## src/rtl/bcd_serial_adder_pkg.sv

```systemverilog
// Shared constants and state encoding for the digit-serial BCD adder.
package bcd_serial_adder_pkg;
  localparam int DIGIT_W = 4;
  localparam int BCD_MAX = 9;
  localparam int BCD_ADJ = 6;

  typedef enum logic [1:0] {
    IDLE = 2'd0,
    ADD  = 2'd1,
    DONE = 2'd2
  } state_t;
endpackage

```

## src/rtl/bcd_digit_add.sv

```systemverilog
// Combinational single-digit decimal add: a_d + b_d + c_in -> BCD digit and carry.
module bcd_digit_add
  import bcd_serial_adder_pkg::*;
(
  input  logic [3:0] a_d,
  input  logic [3:0] b_d,
  input  logic       c_in,
  output logic [3:0] s_d,
  output logic       c_out
);

  // Folds a binary digit sum back into BCD; non-BCD inputs keep only the low nibble.
  function automatic logic [4:0] bcd_adjust(input logic [5:0] t);
    logic [5:0] adj;
    adj = t + 6'(BCD_ADJ);
    if (t > 6'(BCD_MAX))
      return {1'b1, adj[3:0]};
    else
      return {1'b0, t[3:0]};
  endfunction

  logic [5:0] t;
  logic [4:0] res;

  always_comb begin
    t     = 6'(a_d) + 6'(b_d) + 6'(c_in);
    res   = bcd_adjust(t);
    s_d   = res[3:0];
    c_out = res[4];
  end

endmodule

```

## src/rtl/bcd_serial_adder.sv

```systemverilog
// Multi-digit BCD adder: latches two packed operands on start, adds one digit per clock LSB first.
module bcd_serial_adder
  import bcd_serial_adder_pkg::*;
#(
  parameter int DIGITS = 4
) (
  input  logic                  clk,
  input  logic                  rst,
  input  logic                  start,
  input  logic [4*DIGITS-1:0]   a,
  input  logic [4*DIGITS-1:0]   b,
  input  logic                  cin,
  output logic                  busy,
  output logic                  done,
  output logic [4*DIGITS-1:0]   sum,
  output logic                  cout,
  output logic                  invalid
);

  localparam int W = DIGIT_W * DIGITS;

  state_t        state, state_nx;
  logic [W-1:0]  a_sh, b_sh, res;
  logic          carry;
  logic [3:0]    cnt;

  logic [3:0]    s_d;
  logic          c_out;
  logic [W+3:0]  res_cat;
  logic [W-1:0]  res_nx;
  logic          last;
  logic          bad_d;

  bcd_digit_add u_digit (
    .a_d   (a_sh[3:0]),
    .b_d   (b_sh[3:0]),
    .c_in  (carry),
    .s_d   (s_d),
    .c_out (c_out)
  );

  always_comb begin
    res_cat = {s_d, res};
    res_nx  = res_cat[W+3:4];
    last    = (cnt == 4'(DIGITS - 1));
    bad_d   = (a_sh[3:0] > 4'(BCD_MAX)) || (b_sh[3:0] > 4'(BCD_MAX));
  end

  always_comb begin
    state_nx = state;
    busy     = 1'b0;
    done     = 1'b0;
    case (state)
      IDLE: if (start) state_nx = ADD;
      ADD: begin
        busy = 1'b1;
        if (last) state_nx = DONE;
      end
      DONE: begin
        done     = 1'b1;
        state_nx = IDLE;
      end
      default: state_nx = IDLE;
    endcase
  end

  always_ff @(posedge clk) begin
    if (rst) begin
      state   <= IDLE;
      a_sh    <= '0;
      b_sh    <= '0;
      res     <= '0;
      carry   <= 1'b0;
      cnt     <= '0;
      sum     <= '0;
      cout    <= 1'b0;
      invalid <= 1'b0;
    end else begin
      state <= state_nx;
      case (state)
        IDLE: if (start) begin
          a_sh    <= a;
          b_sh    <= b;
          carry   <= cin;
          cnt     <= '0;
          invalid <= 1'b0;
        end
        ADD: begin
          a_sh    <= a_sh >> DIGIT_W;
          b_sh    <= b_sh >> DIGIT_W;
          res     <= res_nx;
          carry   <= c_out;
          cnt     <= cnt + 4'd1;
          invalid <= invalid | bad_d;
          if (last) begin
            sum  <= res_nx;
            cout <= c_out;
          end
        end
        default: ;
      endcase
    end
  end

endmodule

```

## config.mk

```make
export PLATFORM = sky130hd
export DESIGN_NAME = bcd_serial_adder
export DESIGN_NICKNAME = d
export VERILOG_FILES = /design/src/rtl/bcd_serial_adder_pkg.sv /design/src/rtl/bcd_digit_add.sv /design/src/rtl/bcd_serial_adder.sv
export SDC_FILE = /design/constraint.sdc
export NUM_CORES = 1
export LEC_CHECK = 0
export ABC_AREA = 0
export CAP_MARGIN = 15
export CORE_MARGIN = 2
export CORE_UTILIZATION = 45
export DETAILED_ROUTE_END_ITERATION = 7
export PLACE_DENSITY_LB_ADDON = 0.2
export SETUP_SLACK_MARGIN = 0.2
export SYNTH_ARGS = -nofsm -noshare
export SYNTH_HDL_FRONTEND = slang
export SYNTH_SLANG_ARGS = --single-unit
export TNS_END_PERCENT = 1
```

## constraint.sdc

```tcl
create_clock -name clk -period 4.9 [get_ports clk]
set_input_delay 0.98 -clock clk [delete_from_list [all_inputs] [get_ports clk]]
set_output_delay 0.98 -clock clk [all_outputs]
set_load 0.05 [all_outputs]
```

Word level (Yosys, flattened, before mapping)
Index checks and enable logic that the tools add are counted.

Flip-flop bits (word level): 73. Output and inout bits: 20. Bits in latches: 0. Memories kept: 0. Bits in writable memories: 0. Word-level logic and storage cells: 44. Memory bits (read-only): 0. Bits of input ports: 36.

$mul: 0. Shift operators: 0. Bitwise gates (word level): 1. Reductions and logical operators: 6. Eq/ne operators: 5. Add/subtract/negate cells: 4. Order comparisons: 3. Div/mod/pow operators: 0. Multiplexer cells: 16.

Operator list (count): $pmux W16 S2 (2); $mux W16 (2); $gt A4 B4 Y1 const B (2); $pmux W4 S2 (1); $add A5 B1 Y6 (1); $gt A6 B4 Y1 const B (1); $reduce_and A2 Y1 (3); $add A4 B4 Y5 (1); $mux W5 (1); $add A4 B1 Y4 const B (1); $add A4 B3 Y4 const B (1); $eq A4 B2 Y1 const B (1); $mux W1 (4); $mux W2 (2); $mux W4 (1); $ne A2 B2 Y1 const B (2); $pmux W1 S2 (2); $pmux W2 S2 (1); $eq A2 B1 Y1 const B (1); $eq A2 B2 Y1 const B (1); $logic_not A2 Y1 (1); $reduce_bool A2 Y1 (1); $logic_or A1 B1 Y1 (1); $or A1 B1 Y1 (1).

Depth between registers and ports, before layout
Depth in word-level cells: 5. Gate-level depth with buffers: 10. Depth with buffers taken out: 10.

Hierarchy
Synthesis repeated with hierarchy kept, for this count alone.

Cells, all modules: 343. Area, all modules: 3194.3 um^2.

Modules (own cells, without submodules): bcd_serial_adder (area each 2894.0 um^2, cells each 307, times used 1, seq. area each 1381.3 um^2); bcd_digit_add (area each 300.3 um^2, cells each 36, times used 1, seq. area each 0.0 um^2).

Worst setup path after synthesis
OpenSTA, ideal clock, no wires.

Path kind: reg-to-output. Start: register state[1]. End: output port done. Arrival: 1.607 ns. Path buffers: 3. Data required time: 3.920 ns. Cell stages (with the launch flop): 5. Path slack: 2.313 ns. Cell sequence: dfxtp_1 buf_2 buf_2 buf_2 nor2b_1.

Word-level cells in the longest chain between the ends: 2.

Ends and longest elaborated chain: start: declaration (line bcd_serial_adder.sv:22) `state_t state, state_nx;`; start signal: assignment (line bcd_serial_adder.sv:79) `state <= state_nx;`; $eq A2 B2 Y1 (line bcd_serial_adder.sv:53) `case (state)`; $mux W1 (line bcd_serial_adder.sv:53); end: declaration (line bcd_serial_adder.sv:14) `output logic done,`.

Every way passes these cells.

Worst setup path in the final report
Same ends and word-level chain as after synthesis.

==> flow_summary.ini <==
[run_status]
outcome = complete, no violations

[critical_path]
worstSetupPathType = reg2out
r2r_slack_ns = 2.47
crit_arrival_ns = 2.14
critPathLaunchType = flip-flop
worstReg2RegEnd = sum[13]$_SDFFE_PP0P_
cp-end-kind = primary output
reg2reg_depth = 9
critical_path_required_ns = 3.92
r2r_start = a_sh[0]$_SDFFE_PP0P_
cp_max_fo = 57

[grt]
grt_first_pass_wirelength_um = 12300
grt_use_total = 0.198
grt_start_max_net_pins = 58
grt_remaining_overflow = 0
grt_pass1_vias = 2711
antenna_found_initial = 0

[clock_tree]
cts_tree = yes
post_cts_buffers = 0
cts_max_path_buffers = 2
cts-resized-gates = 0
cts.reportedPaths.clkPinSlew_ns = 0.07
root_buffer = clkbuf_8
cts_made_buffers = 9
htreeDepth = 3
ctsHoldBuffers = 0
insertion_delay_ns = 0.34
cts.sinks = 69

[power]
power.density_nw_per_um2 = 334
p_leak_uw = 0.00158
peakVddDrop_uv = 149

[sta]
clock_skew_ns = 0.00631
setup_viol = 0
slew_headroom = 0.457
min_period_over_period = 0.637
drv_slew = 0
fmax_mhz = 320
hold_viol = 0
rsz0062_at_grt = false
fin_setup_tns_ns = 0
finalWorstPathRequiredPeriod_ns = 3.12
tightest_slew_ns = 0.815

[synth]
synth_cell_types = 36
synth_nets = 468
synth_area_um2 = 3260
synth-simple-area-share = 0.241
synth_compound_area_frac = 0.233
yosys.area.top_type_share = 0.424
synth_top_family_by_area = simple AND/OR/NAND/NOR gates
yosys_warnings = 0
synth_fa_ha_area_frac = 0.0315
synth.largest_area_cell = dfxtp_1
syn_inst = 425
synth_area_leaders = dfxtp_1 42%, a21oi_1 11%, nor2_1 10%
syn_area_per_cell_um2 = 7.67
synthMuxAreaShare = 0
yosysSeqAreaShare = 0.424
ys_ff_latch = 69
synth_xor_area_frac = 0.00537

[floorplan]
start_util = 0.457
die_w_um = 89.1
dieArea_um2 = 7940
rows = 31
die_y_um = 89.1
coreArea_um2 = 7140
boundaryPins = 56

[final_layout]
areaGrowthSynthToFinish_pct = 24.7
mostFrequentLayoutCell = nor2_1
final_nets = 508
final_util = 0.570
drive_above_1_share = 0.0915
most-common-layout-cells = 90 x nor2_1, 73 x a21oi_1, 68 x dfxtp_1
antenna_cells = 0

[detailed_routing]
routed.top_layer = met4
antenna_left = 0
route.final.wire_length_um = 7210
wl_met2_um = 3270
post_drt_wl_per_cell_um = 12.7
wl_met3_um = 332
drcViolationCount = 0
first_pass_iters = 4
drt-initial-drc-count = 151
wl_met1_um = 3530
viasPerCell = 5.11
vias = 2905

[hold_path]
worstHoldStart = res[4]$_SDFFE_PP0P_
hold_depth = 2
worstHoldPathType = reg2reg
whs_endpoint = sum[0]$_SDFFE_PP0P_

[placed_design]
io_buffers = 55
hpwl_um = 4710
place.gp.congestion = 0.784

[job]
max_cap_violations = 0
## final cells by class
cell class,count,area (um2)
multi-input combinational,306,1670
inverter,18,67.6
timing repair buffer,61,591
tap,99,124
sequential,69,1380
clock buffer,11,151
fill,688,3070
clock inverter,5,82.6
## logic make-up (layout without fill, tap and decap cells)
family / Yosys count / in the layout
buffers and inverters: 50 / 95
xor gates and xnor gates: 2 / 2
adders and majority gates: 7 / 7
AOI/OAI and AO/OA: 118 / 118
and+or+nand+nor: 179 / 179
DFF: 69 / 69
## worst max-delay path by stage
stage / slack [ns] / startpoint / cells past startpoint / endpoint
finish: 1.78 / state[1]$_SDFFE_PP0P_ / 3 / done
global route: 1.65 / state[1]$_SDFFE_PP0P_ / 3 / done
CTS: 1.75 / state[1]$_SDFFE_PP0P_ / 3 / done
detailed placement: 1.96 / start / 6 / a_sh[12]$_SDFFE_PP0P_
global placement: 1.98 / start / 6 / a_sh[12]$_SDFFE_PP0P_
floorplan: 2.31 / state[1]$_SDFFE_PP0P_ / 4 / done
## metrics by stage
stage | worst slack (ns) | instances | instance area [um2] | power, uW | hold WS, ns
6_report | 1.78 | 569 | 4070 | 1360 | 0.452
5_1_grt | 1.65 | 569 | 4070 | 1420 | 0.475
4_1_cts | 1.75 | 569 | 4070 | 1370 | 0.456
3_5_place_dp | 1.96 | 553 | 3830 | 836 | 0.445
3_3_place_gp | 1.98 | 553 | 3830 | 834 | 0.441
2_1_floorplan | 2.31 | 425 | 3260 | 771 | 0.432
## worst max-delay path: stages, from the launching register on
cell and delay, ns:
dfxtp_2 0.32, buf_4 0.45, nor2b_1 0.20, clkdlybuf4s50_1 0.81
## registers in the layout, indices dropped and copies added (netlist names)
| name | cells |
|---|---|
| cout | 1 |
| sum | 16 |
| res | 12 |
| invalid | 1 |
| state | 2 |
| a_sh | 16 |
| cnt | 4 |
| b_sh | 16 |
| carry | 1 |
## metal layers
| layer | vias up | global-route usage |
|---|---|---|
| met5 | - | 0 |
| met3 | 8 | 0.0471 |
| li1 | 1519 | - |
| met4 | 0 | 0.0638 |
| met1 | 1309 | 0.271 |
| met2 | 69 | 0.308 |
## cell usage after synthesis (all sizes together)
master,n
o211ai,3
buf,18
nor3,13
a2111oi,6
o21a,1
a21o,2
a2bb2oi,1
fa,2
nor2b,18
nor3b,3
inv,18
a211oi,5
or2,1
nor2,90
clkbuf,14
o21ai,4
a21oi,74
a22oi,6
ha,5
a211o,2
xnor2,2
o221a,14
and2,1
nand2b,5
nor4,2
dfxtp,69
nand3,1
nand2,45
## report_power, final
| group | internal [uW] | switching [uW] |
|---|---|---|
| clock | 315 | 217 |
| combinational | 94.6 | 115 |
| sequential | 591 | 22.7 |
| total | 1000 | 355 |
Note: power is estimated with default switching activity, not from simulation.
